[src/rtl/led_control_module.sv]
// UART opcode receiver driving LED colour planes, brightness mask and display-RAM row writes.
// Optional build macro CMD_TIMEOUT_EN abandons a half-received command after CMD_TIMEOUT_BITS idle bit-times.
module led_control_module #(
  parameter logic [6:0] UART_CLK_TICKS_PER_BIT = 7'd65,
  parameter int         CMD_TIMEOUT_BITS       = 64
) (
  input  logic        clk_in,
  input  logic        reset,
  input  logic        uart_rx,
  output logic        rx_running,
  output logic [2:0]  rgb_enable,
  output logic [5:0]  brightness_enable,
  output logic [7:0]  ram_data_out,
  output logic [11:0] ram_address,
  output logic        ram_write_enable,
  output logic        ram_clk_enable,
  output logic        ram_reset,
  output logic [1:0]  cmd_line_state2,
  output logic [7:0]  num_commands_processed
);

  localparam logic [6:0] HALF_BIT = UART_CLK_TICKS_PER_BIT >> 1;

  typedef enum logic [1:0] {RX_IDLE, RX_START, RX_DATA, RX_STOP} rx_state_t;
  typedef enum logic [1:0] {CMD_IDLE = 2'd0, CMD_ROW = 2'd1, CMD_DATA = 2'd2, CMD_BRIGHT = 2'd3} cmd_state_t;

  logic       rx_meta, rx_sync, rx_prev, ram_reset_pre;
  rx_state_t  rx_state, rx_state_next;
  logic [6:0] rx_cnt, rx_cnt_next;
  logic [2:0] rx_bit, rx_bit_next;
  logic [7:0] rx_shift, rx_shift_next;
  logic       byte_valid, byte_valid_next;

  cmd_state_t cmd_state, cmd_next;
  logic [2:0]  rgb_next;
  logic [5:0]  bright_next;
  logic [4:0]  row, row_next;
  logic [6:0]  byte_index, idx_next;
  logic [7:0]  data_next;
  logic [11:0] addr_next;
  logic        we_next, clk_en_next, done, timeout;

  // Input synchroniser plus one delay stage for falling-edge detection; RAM reset stretch
  always_ff @(posedge clk_in or negedge reset) begin
    if (!reset) begin
      rx_meta       <= 1'b1;
      rx_sync       <= 1'b1;
      rx_prev       <= 1'b1;
      ram_reset_pre <= 1'b1;
      ram_reset     <= 1'b1;
    end else begin
      rx_meta       <= uart_rx;
      rx_sync       <= rx_meta;
      rx_prev       <= rx_sync;
      ram_reset_pre <= 1'b0;
      ram_reset     <= ram_reset_pre;
    end
  end

  // UART receiver state register
  always_ff @(posedge clk_in or negedge reset) begin
    if (!reset) begin
      rx_state   <= RX_IDLE;
      rx_cnt     <= 7'd0;
      rx_bit     <= 3'd0;
      rx_shift   <= 8'd0;
      byte_valid <= 1'b0;
      rx_running <= 1'b0;
    end else begin
      rx_state   <= rx_state_next;
      rx_cnt     <= rx_cnt_next;
      rx_bit     <= rx_bit_next;
      rx_shift   <= rx_shift_next;
      byte_valid <= byte_valid_next;
      rx_running <= (rx_state_next != RX_IDLE);
    end
  end

  // UART receiver next state: half-bit start recheck, then centre sampling of data and stop
  always_comb begin
    rx_state_next   = rx_state;
    rx_cnt_next     = rx_cnt + 7'd1;
    rx_bit_next     = rx_bit;
    rx_shift_next   = rx_shift;
    byte_valid_next = 1'b0;
    case (rx_state)
      RX_IDLE: begin
        rx_cnt_next = 7'd0;
        if (rx_prev && !rx_sync) rx_state_next = RX_START;
        else                     rx_state_next = RX_IDLE;
      end
      RX_START: begin
        if (rx_cnt == HALF_BIT - 7'd1) begin
          rx_cnt_next = 7'd0;
          rx_bit_next = 3'd0;
          if (rx_sync) rx_state_next = RX_IDLE;
          else         rx_state_next = RX_DATA;
        end else begin
          rx_state_next = RX_START;
        end
      end
      RX_DATA: begin
        if (rx_cnt == UART_CLK_TICKS_PER_BIT - 7'd1) begin
          rx_cnt_next   = 7'd0;
          rx_shift_next = {rx_sync, rx_shift[7:1]};
          rx_bit_next   = rx_bit + 3'd1;
          if (rx_bit == 3'd7) rx_state_next = RX_STOP;
          else                rx_state_next = RX_DATA;
        end else begin
          rx_state_next = RX_DATA;
        end
      end
      RX_STOP: begin
        if (rx_cnt == UART_CLK_TICKS_PER_BIT - 7'd1) begin
          rx_state_next   = RX_IDLE;
          byte_valid_next = rx_sync;
        end else begin
          rx_state_next = RX_STOP;
        end
      end
      default: rx_state_next = RX_IDLE;
    endcase
  end

`ifdef CMD_TIMEOUT_EN
  logic [6:0]  to_tick;
  logic [15:0] to_bits;

  // Idle bit-time counter while a command waits for payload
  always_ff @(posedge clk_in or negedge reset) begin
    if (!reset) begin
      to_tick <= 7'd0;
      to_bits <= 16'd0;
    end else if (byte_valid || cmd_state == CMD_IDLE) begin
      to_tick <= 7'd0;
      to_bits <= 16'd0;
    end else if (to_tick == UART_CLK_TICKS_PER_BIT - 7'd1) begin
      to_tick <= 7'd0;
      to_bits <= to_bits + 16'd1;
    end else begin
      to_tick <= to_tick + 7'd1;
    end
  end

  assign timeout = (to_bits == 16'(CMD_TIMEOUT_BITS));
`else
  assign timeout = 1'b0;
`endif

  // Command FSM register and its registered outputs
  always_ff @(posedge clk_in or negedge reset) begin
    if (!reset) begin
      cmd_state              <= CMD_IDLE;
      rgb_enable             <= 3'b111;
      brightness_enable      <= 6'b111111;
      row                    <= 5'd0;
      byte_index             <= 7'd0;
      ram_data_out           <= 8'd0;
      ram_address            <= 12'd0;
      ram_write_enable       <= 1'b0;
      ram_clk_enable         <= 1'b0;
      num_commands_processed <= 8'd0;
    end else begin
      cmd_state              <= cmd_next;
      rgb_enable             <= rgb_next;
      brightness_enable      <= bright_next;
      row                    <= row_next;
      byte_index             <= idx_next;
      ram_data_out           <= data_next;
      ram_address            <= addr_next;
      ram_write_enable       <= we_next;
      ram_clk_enable         <= clk_en_next;
      num_commands_processed <= num_commands_processed + {7'd0, done};
    end
  end

  assign cmd_line_state2 = cmd_state;

  // Command decode; bytes after an opcode are payload regardless of value
  always_comb begin
    cmd_next    = cmd_state;
    rgb_next    = rgb_enable;
    bright_next = brightness_enable;
    row_next    = row;
    idx_next    = byte_index;
    data_next   = ram_data_out;
    addr_next   = ram_address;
    we_next     = 1'b0;
    done        = 1'b0;
    if (byte_valid) begin
      case (cmd_state)
        CMD_IDLE: begin
          case (rx_shift)
            8'h52:   begin rgb_next[0] = 1'b1; done = 1'b1; end
            8'h47:   begin rgb_next[1] = 1'b1; done = 1'b1; end
            8'h42:   begin rgb_next[2] = 1'b1; done = 1'b1; end
            8'h72:   begin rgb_next[0] = 1'b0; done = 1'b1; end
            8'h67:   begin rgb_next[1] = 1'b0; done = 1'b1; end
            8'h62:   begin rgb_next[2] = 1'b0; done = 1'b1; end
            8'h54:   cmd_next = CMD_BRIGHT;
            8'h4C:   cmd_next = CMD_ROW;
            default: cmd_next = CMD_IDLE;
          endcase
        end
        CMD_BRIGHT: begin
          bright_next = rx_shift[5:0];
          done        = 1'b1;
          cmd_next    = CMD_IDLE;
        end
        CMD_ROW: begin
          row_next = rx_shift[4:0];
          idx_next = 7'd0;
          cmd_next = CMD_DATA;
        end
        CMD_DATA: begin
          we_next   = 1'b1;
          data_next = rx_shift;
          addr_next = {row, byte_index};
          idx_next  = byte_index + 7'd1;
          if (byte_index == 7'd127) begin
            done     = 1'b1;
            cmd_next = CMD_IDLE;
          end else begin
            cmd_next = CMD_DATA;
          end
        end
        default: cmd_next = CMD_IDLE;
      endcase
    end else if (timeout && cmd_state != CMD_IDLE) begin
      cmd_next = CMD_IDLE;
    end else begin
      cmd_next = cmd_state;
    end
    // Keep the RAM clock enabled through the final write strobe
    clk_en_next = (cmd_next == CMD_ROW) || (cmd_next == CMD_DATA) ||
                  (cmd_state == CMD_DATA && byte_valid);
  end

endmodule

[config.mk]
export PLATFORM = sky130hd
export DESIGN_NAME = led_control_module
export DESIGN_NICKNAME = d
export VERILOG_FILES = /design/src/rtl/led_control_module.sv
export SDC_FILE = /design/constraint.sdc
export NUM_CORES = 1
export LEC_CHECK = 0
export ABC_AREA = 1
export CAP_MARGIN = 0
export CORE_UTILIZATION = 58
export DETAILED_ROUTE_END_ITERATION = 12
export MAX_ROUTING_LAYER = met4
export PLACE_DENSITY = 0.86
export SYNTH_ARGS = -nofsm -noshare
export SYNTH_HDL_FRONTEND = slang
export SYNTH_SLANG_ARGS = --single-unit
export TNS_END_PERCENT = 30
[constraint.sdc]
create_clock -name clk_in -period 4.4 [get_ports clk_in]
set_clock_uncertainty 0.2 [all_clocks]
set_input_delay 0.66 -clock clk_in [delete_from_list [all_inputs] [get_ports clk_in]]
set_output_delay 0.66 -clock clk_in [all_outputs]
set_load 0.02 [all_outputs]
# ---- Word-level counts from Yosys, hierarchy flattened
# Index checks and enable logic that the tools add are counted.
dict set report op_classes {
  add_sub_neg 4
  n_mul 0
  n_div 0
  order_cmp 0
  n_eq_ne 22
  n_shift 0
  n_mux 29
  bitwise 0
  n_reduce_logical 23
}
# operator n
set op_table {}
lappend op_table {{8-bit by 7-bit == test with 1-bit output, second input constant} 8}
lappend op_table {{7-bit one-hot mux with 3 select lines} 1}
lappend op_table {{2-bit one-hot mux with 4 select lines} 2}
lappend op_table {{7-bit by 1-bit adder with 7-bit output, second input constant} 2}
lappend op_table {{7-bit == test, second input constant} 2}
lappend op_table {{7-bit two-way mux} 2}
lappend op_table {{7-bit one-hot mux with 2 select lines} 1}
lappend op_table {{2-bit two-way mux} 6}
lappend op_table {{3-bit AND reduction} 4}
lappend op_table {{2-bit nonzero test} 6}
lappend op_table {{2-bit == test, second input constant} 5}
lappend op_table {{2-bit AND reduction} 5}
lappend op_table {{1-bit two-way mux} 9}
lappend op_table {{8-bit by 1-bit adder with 8-bit output} 1}
lappend op_table {{7-bit by 5-bit == test with 1-bit output, second input constant} 1}
lappend op_table {{2-bit by 1-bit == test with 1-bit output, second input constant} 3}
lappend op_table {{3-bit two-way mux} 2}
lappend op_table {{1-bit one-hot mux with 2 select lines} 3}
lappend op_table {{2-bit one-hot mux with 3 select lines} 1}
lappend op_table {{3-bit one-hot mux with 2 select lines} 1}
lappend op_table {{6-bit OR reduction} 1}
lappend op_table {{2-bit logical NOT} 2}
lappend op_table {{2-bit inequality test, second input constant} 2}
lappend op_table {{3-bit by 1-bit adder with 3-bit output, second input constant} 1}
lappend op_table {{5 further kinds} 7}
dict set report totals {
  reg_bits 80
  latchBits 0
  mem_bits_rw 0
  rom_bits 0
  inputBits 3
  out_inout_bits 43
  wordCells 101
  mem_count 0
}

# ---- Depth between registers and ports, before layout
dict set report depth {
  ltp_word 8
  depth_mapped 15
  mapped_depth_nobuf 15
}

# ---- Worst setup path after synthesis
# No wires, ideal clock.
dict set report synth_path {
  path_kind {register to register}
  from {register cmd_state[0] (netlist: cmd_line_state2[0])}
  to {register num_commands_processed[7]}
  arrival_time_ns 2.133
  required_ns 4.072
  slack_ns 1.939
  stages_incl_launch_ff 13
  cell_sequence {dfrtp_1 inv_1 ha_1 clkbuf_1 inv_1 o21ai_0 nor2_1 nor3b_1 ha_1 nand3_1 nor3_1 nand3_1 xnor2_1}
}
dict set report synth_between {
  elab_chain_cells 4
  elab_cells_between_ends 6
}
# item line
set synth_lines {}
lappend synth_lines {{start, declared} 34} ;# cmd_state_t cmd_state, cmd_next;
lappend synth_lines {{start signal, assigned} 164} ;# cmd_state <= cmd_next;
lappend synth_lines {{2-bit == test / 2-bit logical NOT (equally long branches)} 191} ;# case (cmd_state)
lappend synth_lines {{1-bit one-hot mux with 3 select lines (*)} 191}
lappend synth_lines {{1-bit two-way mux (*)} 190} ;# if (byte_valid) begin
lappend synth_lines {{8-bit by 1-bit adder with 8-bit output (*)} 173} ;# num_commands_processed <= num_commands_processed + {7'd0, done};
lappend synth_lines {{end signal, assigned} 173}
lappend synth_lines {{end, declared} 19} ;# output logic [7:0] num_commands_processed
# Every way passes the cells marked *; elsewhere a longest branch is shown, timed or not.
# A chain may end at the register's enable or synchronous reset.

# ---- Worst setup path after layout
dict set report layout_path {
  from {register cmd_state[0] (netlist: cmd_line_state2[0])}
  to {register byte_index[1]}
}
dict set report layout_between {
  elab_chain_cells 3
  elab_cells_between_ends 5
}
# item line
set layout_lines {}
lappend layout_lines {{2-bit == test / 2-bit by 1-bit == test with 1-bit output (equally long branches)} 191}
lappend layout_lines {{2-bit nonzero test (no source line)} --}
lappend layout_lines {{2-bit AND reduction (no source line)} --}
lappend layout_lines {{end signal, assigned} 168} ;# byte_index <= idx_next;
lappend layout_lines {{end, declared} 38} ;# logic [6:0] byte_index, idx_next;
# Several ways; a longest one is shown, not always the timed one.

==> impl_results.md <==
- Initial core utilization: 0.611
- Synth area leaders: dfrtp_1 48%, nand2_1 11%, dfstp_2 11%, o21ai_0 5.6%, ha_1 4.4%
- Maximum VDD drop: 0.322 mV
- Worst setup EP type: flop
- Worst reg2reg endpoint: byte_index[1]
- Yosys warns: 0
- Power per cell area: 360 nW/µm²
- Tot GR Track Use: 0.254
- # fillers: 421
- Setup CP Type: reg -> reg
- Critical-path top delay cell: nand2_1
- CTS root buf: clkbuf_8
- DR vias/cell: 5.33
- Area Overhead vs Synth: 20.2%
- Number of stages on the worst setup path: 6
- Area leader, netlist: dfrtp_1
- Post-route antenna net violation count: 0
- Core footprint: 5610 µm²
- Setup Viol. Count Final: 0
- CTS tree: done
- CP Launch Type: flop
- # port buffers: 45
- Total power: 1.48 mW
- GR Util met3: 0.0701
- Crit path required time: 4420 ps
- DRC errors left: 0
- Share of post-route cells with drive strength above 1: 0.0959
- Hold_buf cts: 0
- Resize count post-CTS: 0
- Core Util, Final: 0.734
- Reg clk slew, reported paths: 80 ps
- Unique masters post-synth: 33
- Die footprint: 6220 µm²
- Synth Instances: 365
- Die height: 78.8 µm
- Worst slew pin tran: 988 ps
- Slew HR: 0.340
- Primary FF master, synth: dfrtp_1
- H-Tree Depth: 3
- Maximum fanout along the worst path: 35
- Met1 Track Usage GR: 0.303
- Post-Syn Nets: 380
- Worst reg-to-reg path cell count: 6
- N_diodes: 0
- Period utilisation layout: 0.623
- CTS max path bufs: 2
- Vias post-DR: 2605
- Max incr delay on CP: 750 ps
- Core Rows: 27
- Post-synth top cells: 99 x nand2_1, 66 x dfrtp_1, 38 x o21ai_0
- First-pass GRT wire length: 11500 µm
- GPL Wtd Cong: 0.880
- Count leader, synth: nand2_1
- DP HPWL: 4730 µm
- Max-slew violations: 0
- Critical path, cell by cell: inv_1 > ha_1 > nand2_1 > clkinv_1 > nand3_1 > o21ai_0
- RSZ-0062 raised after global routing: no
- Max-cap violations: 0
- Num ports: 46
- Starting DRT DRC Count: 200
- CP Capture Point: byte_index[1]
- Synth top area share: 0.482
- Vias in the first global route: 2503
- HP Class: reg -> reg
- Final hold viol count: 0
- Met2 Resource Use GR: 0.412
- Register area share after synthesis: 0.590
- Post-synth EDFFs: 0
- Gr busiest metal: met2
- Post-layout net count: 427
- Worst path top cell family by delay: simple AND/OR/NAND/NOR gates
- Final WL: 6910 µm
- Syn Area/Cell: 9.38 µm²
- Postcts setup bufs: 0
- Initial antenna violation count: 0
- Worst R2R Start: cmd_line_state2[0]
- Worst R2R Setup Slack: 1660 ps
- Outcome: complete, no violations
- Launch point of the worst path: cmd_line_state2[0]
- P_leak: 1.89 nW
- Clk Latency, worst-skew pair: 350 ps
- Async S/R FF share, synth: 1.00
- Post-Syn Area: 3420 µm²
- Drt first pass iters: 4
- Worst Hold Launch: ram_reset_pre
- Die width: 78.8 µm
- Final min period: 2740 ps
- Wire per inst: 14.1 µm
- Largest net degree at the start of global routing: 81
- Final TNS setup: 0 ps
- Gr ovfl total: 0
- Yosys reg bits: 80
- Clock sinks: 80
- Crit path arrival time: 2770 ps
- WP buf/inv: 2
- Max Freq: 365 MHz
- Inserted Clock Buffers: 9
flip-flops by register name, summed over array words and instances (netlist names), 2 cells and up:
signal                  flops
ram_address                12
num_commands_processed      8
ram_data_out                8
rx_shift                    8
byte_index                  7
rx_cnt                      7
brightness_enable           6
row                         5
rgb_enable                  3
rx_bit                      3
cmd_line_state2             2
rx_state                    2
area by class of cell:
class / count / area, µm² / share of cell area
Tap cell: 72 / 90.1 / 0.0219
Sequential cell: 80 / 2020 / 0.491
Clock buffer: 11 / 141 / 0.0343
Clock inverter: 5 / 56.3 / 0.0137
Multi-Input combinational cell: 242 / 1230 / 0.300
Inverter: 34 / 128 / 0.0310
Timing Repair Buffer: 45 / 448 / 0.109
layer usage:
layer / up-vias / routed length [µm]
met5: - / 0
met4: 0 / 95
met3: 13 / 325
met2: 68 / 3450
met1: 1260 / 3030
li1: 1264 / -
how the worst min path moves through the flow:
stage	to	slack, ps	depth (start not counted)
after floorplan	ram_reset	150	0
after global placement	ram_reset	150	0
after detailed placement	ram_reset	150	0
after CTS	ram_reset	160	0
after global routing	ram_reset	160	0
final	ram_reset	150	0
cells by family after synthesis:
group,share of synthesized area
AOI/OAI and AO/OA,0.0859
xor gates and xnor gates,0.0205
adders and majority gates,0.0438
buffers and inverters,0.0501
DFF,0.590
muxes,0.00438
other,0.00110
and+or+nand+nor,0.205
cell usage in the layout (no fill, tap or decap), drive strengths merged:
| cell type | synthesis | routed |
|---|---|---|
| nand2 | 99 | 99 |
| dfrtp | 66 | 66 |
| clkdlybuf4s50 | 0 | 44 |
| o21ai | 39 | 39 |
| nor2 | 36 | 36 |
| inv | 33 | 33 |
| nand3 | 16 | 16 |
| dfstp | 14 | 14 |
| ha | 12 | 12 |
| a21oi | 11 | 11 |
| clkbuf | 6 | 11 |
| xor2 | 6 | 6 |
| nand4 | 4 | 4 |
| clkinv | 1 | 4 |
| nor3b | 3 | 3 |
| nor3 | 3 | 3 |
| xnor2 | 2 | 2 |
| nor4 | 2 | 2 |
| o22ai | 2 | 2 |
| nand3b | 1 | 1 |
| a211oi | 1 | 1 |
| a22o | 1 | 1 |
| mux2 | 1 | 1 |
| and3 | 1 | 1 |
| o21a | 1 | 1 |
| bufinv | 0 | 1 |
| clkinvlp | 0 | 1 |
| buf | 3 | 1 |
| conb | 1 | 1 |
report_power, final:
group / leakage [nW] / switching (mW) / internal, mW
Sequential: 1.05 / 0.0327 / 0.772
Combinational: 0.742 / 0.0922 / 0.0517
Clock: 0.0993 / 0.256 / 0.277
Total: 1.89 / 0.381 / 1.10
through the flow:
stage                     std cells  hold WS [ps]  worst slack (ps)  area (µm²)
after CTS                       489           156              1680        4120
after global placement          473           146              1800        3920
after detailed placement        473           149              1700        3920
after floorplan                 365           145              1940        3420
final                           489           154              1660        4120
after global routing            489           155              1420        4120
No activity file was read; power rests on OpenSTA's default activity.
==> RTL change, RTL diff (same settings) <==
The option `CMD_TIMEOUT_EN` is turned on by a define.
--- a/src/rtl/led_control_module.sv
+++ b/src/rtl/led_control_module.sv
@@ -2,2 +2,4 @@
 // Optional build macro CMD_TIMEOUT_EN abandons a half-received command after CMD_TIMEOUT_BITS idle bit-times.
+`define CMD_TIMEOUT_EN
+
 module led_control_module #(
Function: same outputs for any inputs over 10 cycles, from zero or initial values and one cycle with reset low; that may be too few to reach the edited logic, so the function may still have changed.
==> RTL change against the original RTL <==
Fmax grew 2.4%. Setup slack gained 0.065 ns. Combinational power grew 8%. Clock power grew 5.3%. Wire length grew 45%. Global-route usage is essentially flat. Sequential cell count grew 23. Critical path depth is the same. Die area grew 41%. Synthesized area grew 42%. Total power grew 17%. Design area grew 36%. Largest power group unchanged.
==> RTL change: results (changes against the original RTL) <==
Placement
  • Placement Cell Area: 5410 µm² (+38%)
  • Placed insts: 709 (+50%)
  • Post-DP HPWL: 7.26 mm (+53%)

Synthesis
  • Synth cell count leaders: nand2_1 (132), dfrtp_1 (89), nor2_1 (68)
  • Syn_area_per_cell: 8.58 µm² (-8.5%)
  • Sequential-to-total area share from yosys stat: 53.2% (-5.7 points)
  • Area contributors post-synth: dfrtp_1 (46%), nand2_1 (10%), dfstp_2 (7.5%)
  • Post-synthesis mux area share: 0% (-0.44 points)
  • Compound-Gate Fraction of Synth Area: 7.60% (-0.99 points)
  • Post-Synth Adder-Cell Area: 4.11% (-0.28 points)

Global routing
  • Total Routing Usage GR: 25.4% (-0.037 points)
  • Largest net degree at the start of global routing: 54 (-33%)
  • Global-route wire length before repair: 16.9 mm (+47%)

Status
  • Status: finished clean

Final layout
  • Layout filler cell count: 618 (+47%)
  • Layout cells sized above 1: 9.68% (+0.085 points)
  • Nets@finish: 634 (+48%)

Clocking
  • Clock latency on the worst-skew pair: 0.37 ns (+0.02 ns)
  • Clock transition at path regs: 0.10 ns (+0.02 ns)

Detailed routing
  • Wirelength per Cell: 13.8 µm (-2.3%)
  • Vias per cell: 5.47 (+2.6%)
  • 1st-pass router iterations: 8 (+4)
  • Routed wire length: 10.0 mm (+45%)

Power
  • Total power divided by cell area: 309 nW/µm² (-14%)
  • Maximum VDD drop: 174 µV (-46%)

Min path
  • Min-delay worst type: in2async

Critical path
  • Worst EP arrival: 2.74 ns (-0.03 ns)
  • R2R Setup Slk: 1.72 ns (+0.07 ns)
[RTL change: worst min path at each step]
stage,end,slack [ns],cells past startpoint
CTS,to_bits[13]$_DFFE_PN0P_,0.14,1
global placement,ram_reset$_DFF_PN1_,0.15,0
detailed placement,rx_sync$_DFF_PN1_,0.15,0
global route,to_tick[4]$_DFF_PN0_,0.17,1
floorplan,ram_reset$_DFF_PN1_,0.15,0
finish,to_bits[13]$_DFFE_PN0P_,0.12,1
[RTL change: metrics by stage]
| step | hold WS, ns | worst slack, ns |
|---|---|---|
| floorplan | 0.145 | 2.17 |
| global placement | 0.146 | 1.92 |
| detailed placement | 0.147 | 1.76 |
| CTS | 0.139 | 1.73 |
| global route | 0.165 | 1.47 |
| finish | 0.116 | 1.72 |
[RTL change: where the power goes]
| group | internal (mW) | leakage, nW | switching [mW] | total, mW |
|---|---|---|---|---|
| Clock | 0.217 | 0.0909 | 0.344 | 0.561 |
| Sequential | 0.983 | 1.38 | 0.0305 | 1.01 |
| Combinational | 0.0540 | 1.12 | 0.101 | 0.155 |
| Total | 1.25 | 2.59 | 0.475 | 1.73 |
[RTL change: final cells by class]
cell class                      instances  share of cell area [%]
Sequential cell                       103                    46.3
Multi-Input combinational cell        382                    34.9
Timing Repair Buffer                   47                    8.27
Inverter                               72                    4.83
Tap cell                              105                    2.35
Clock buffer                            9                    2.21
Clock inverter                          7                    1.16
[RTL change: critical path, cell delays in order (launching register included)]
cell      delay (ns)
dfrtp_1         0.48
inv_1           0.10
ha_1            0.27
nand2_1         0.73
clkinv_1        0.52
nand2_1         0.18
nand2_1         0.08
[RTL change: per-layer routing]
metal	track usage [%]	part of all wire [%]	vias up
met5	-	0	-
met4	10.4	1.9	0
met3	4.21	4.4	17
met2	42.5	50	100
met1	30.7	44	1934
li1	-	-	1912
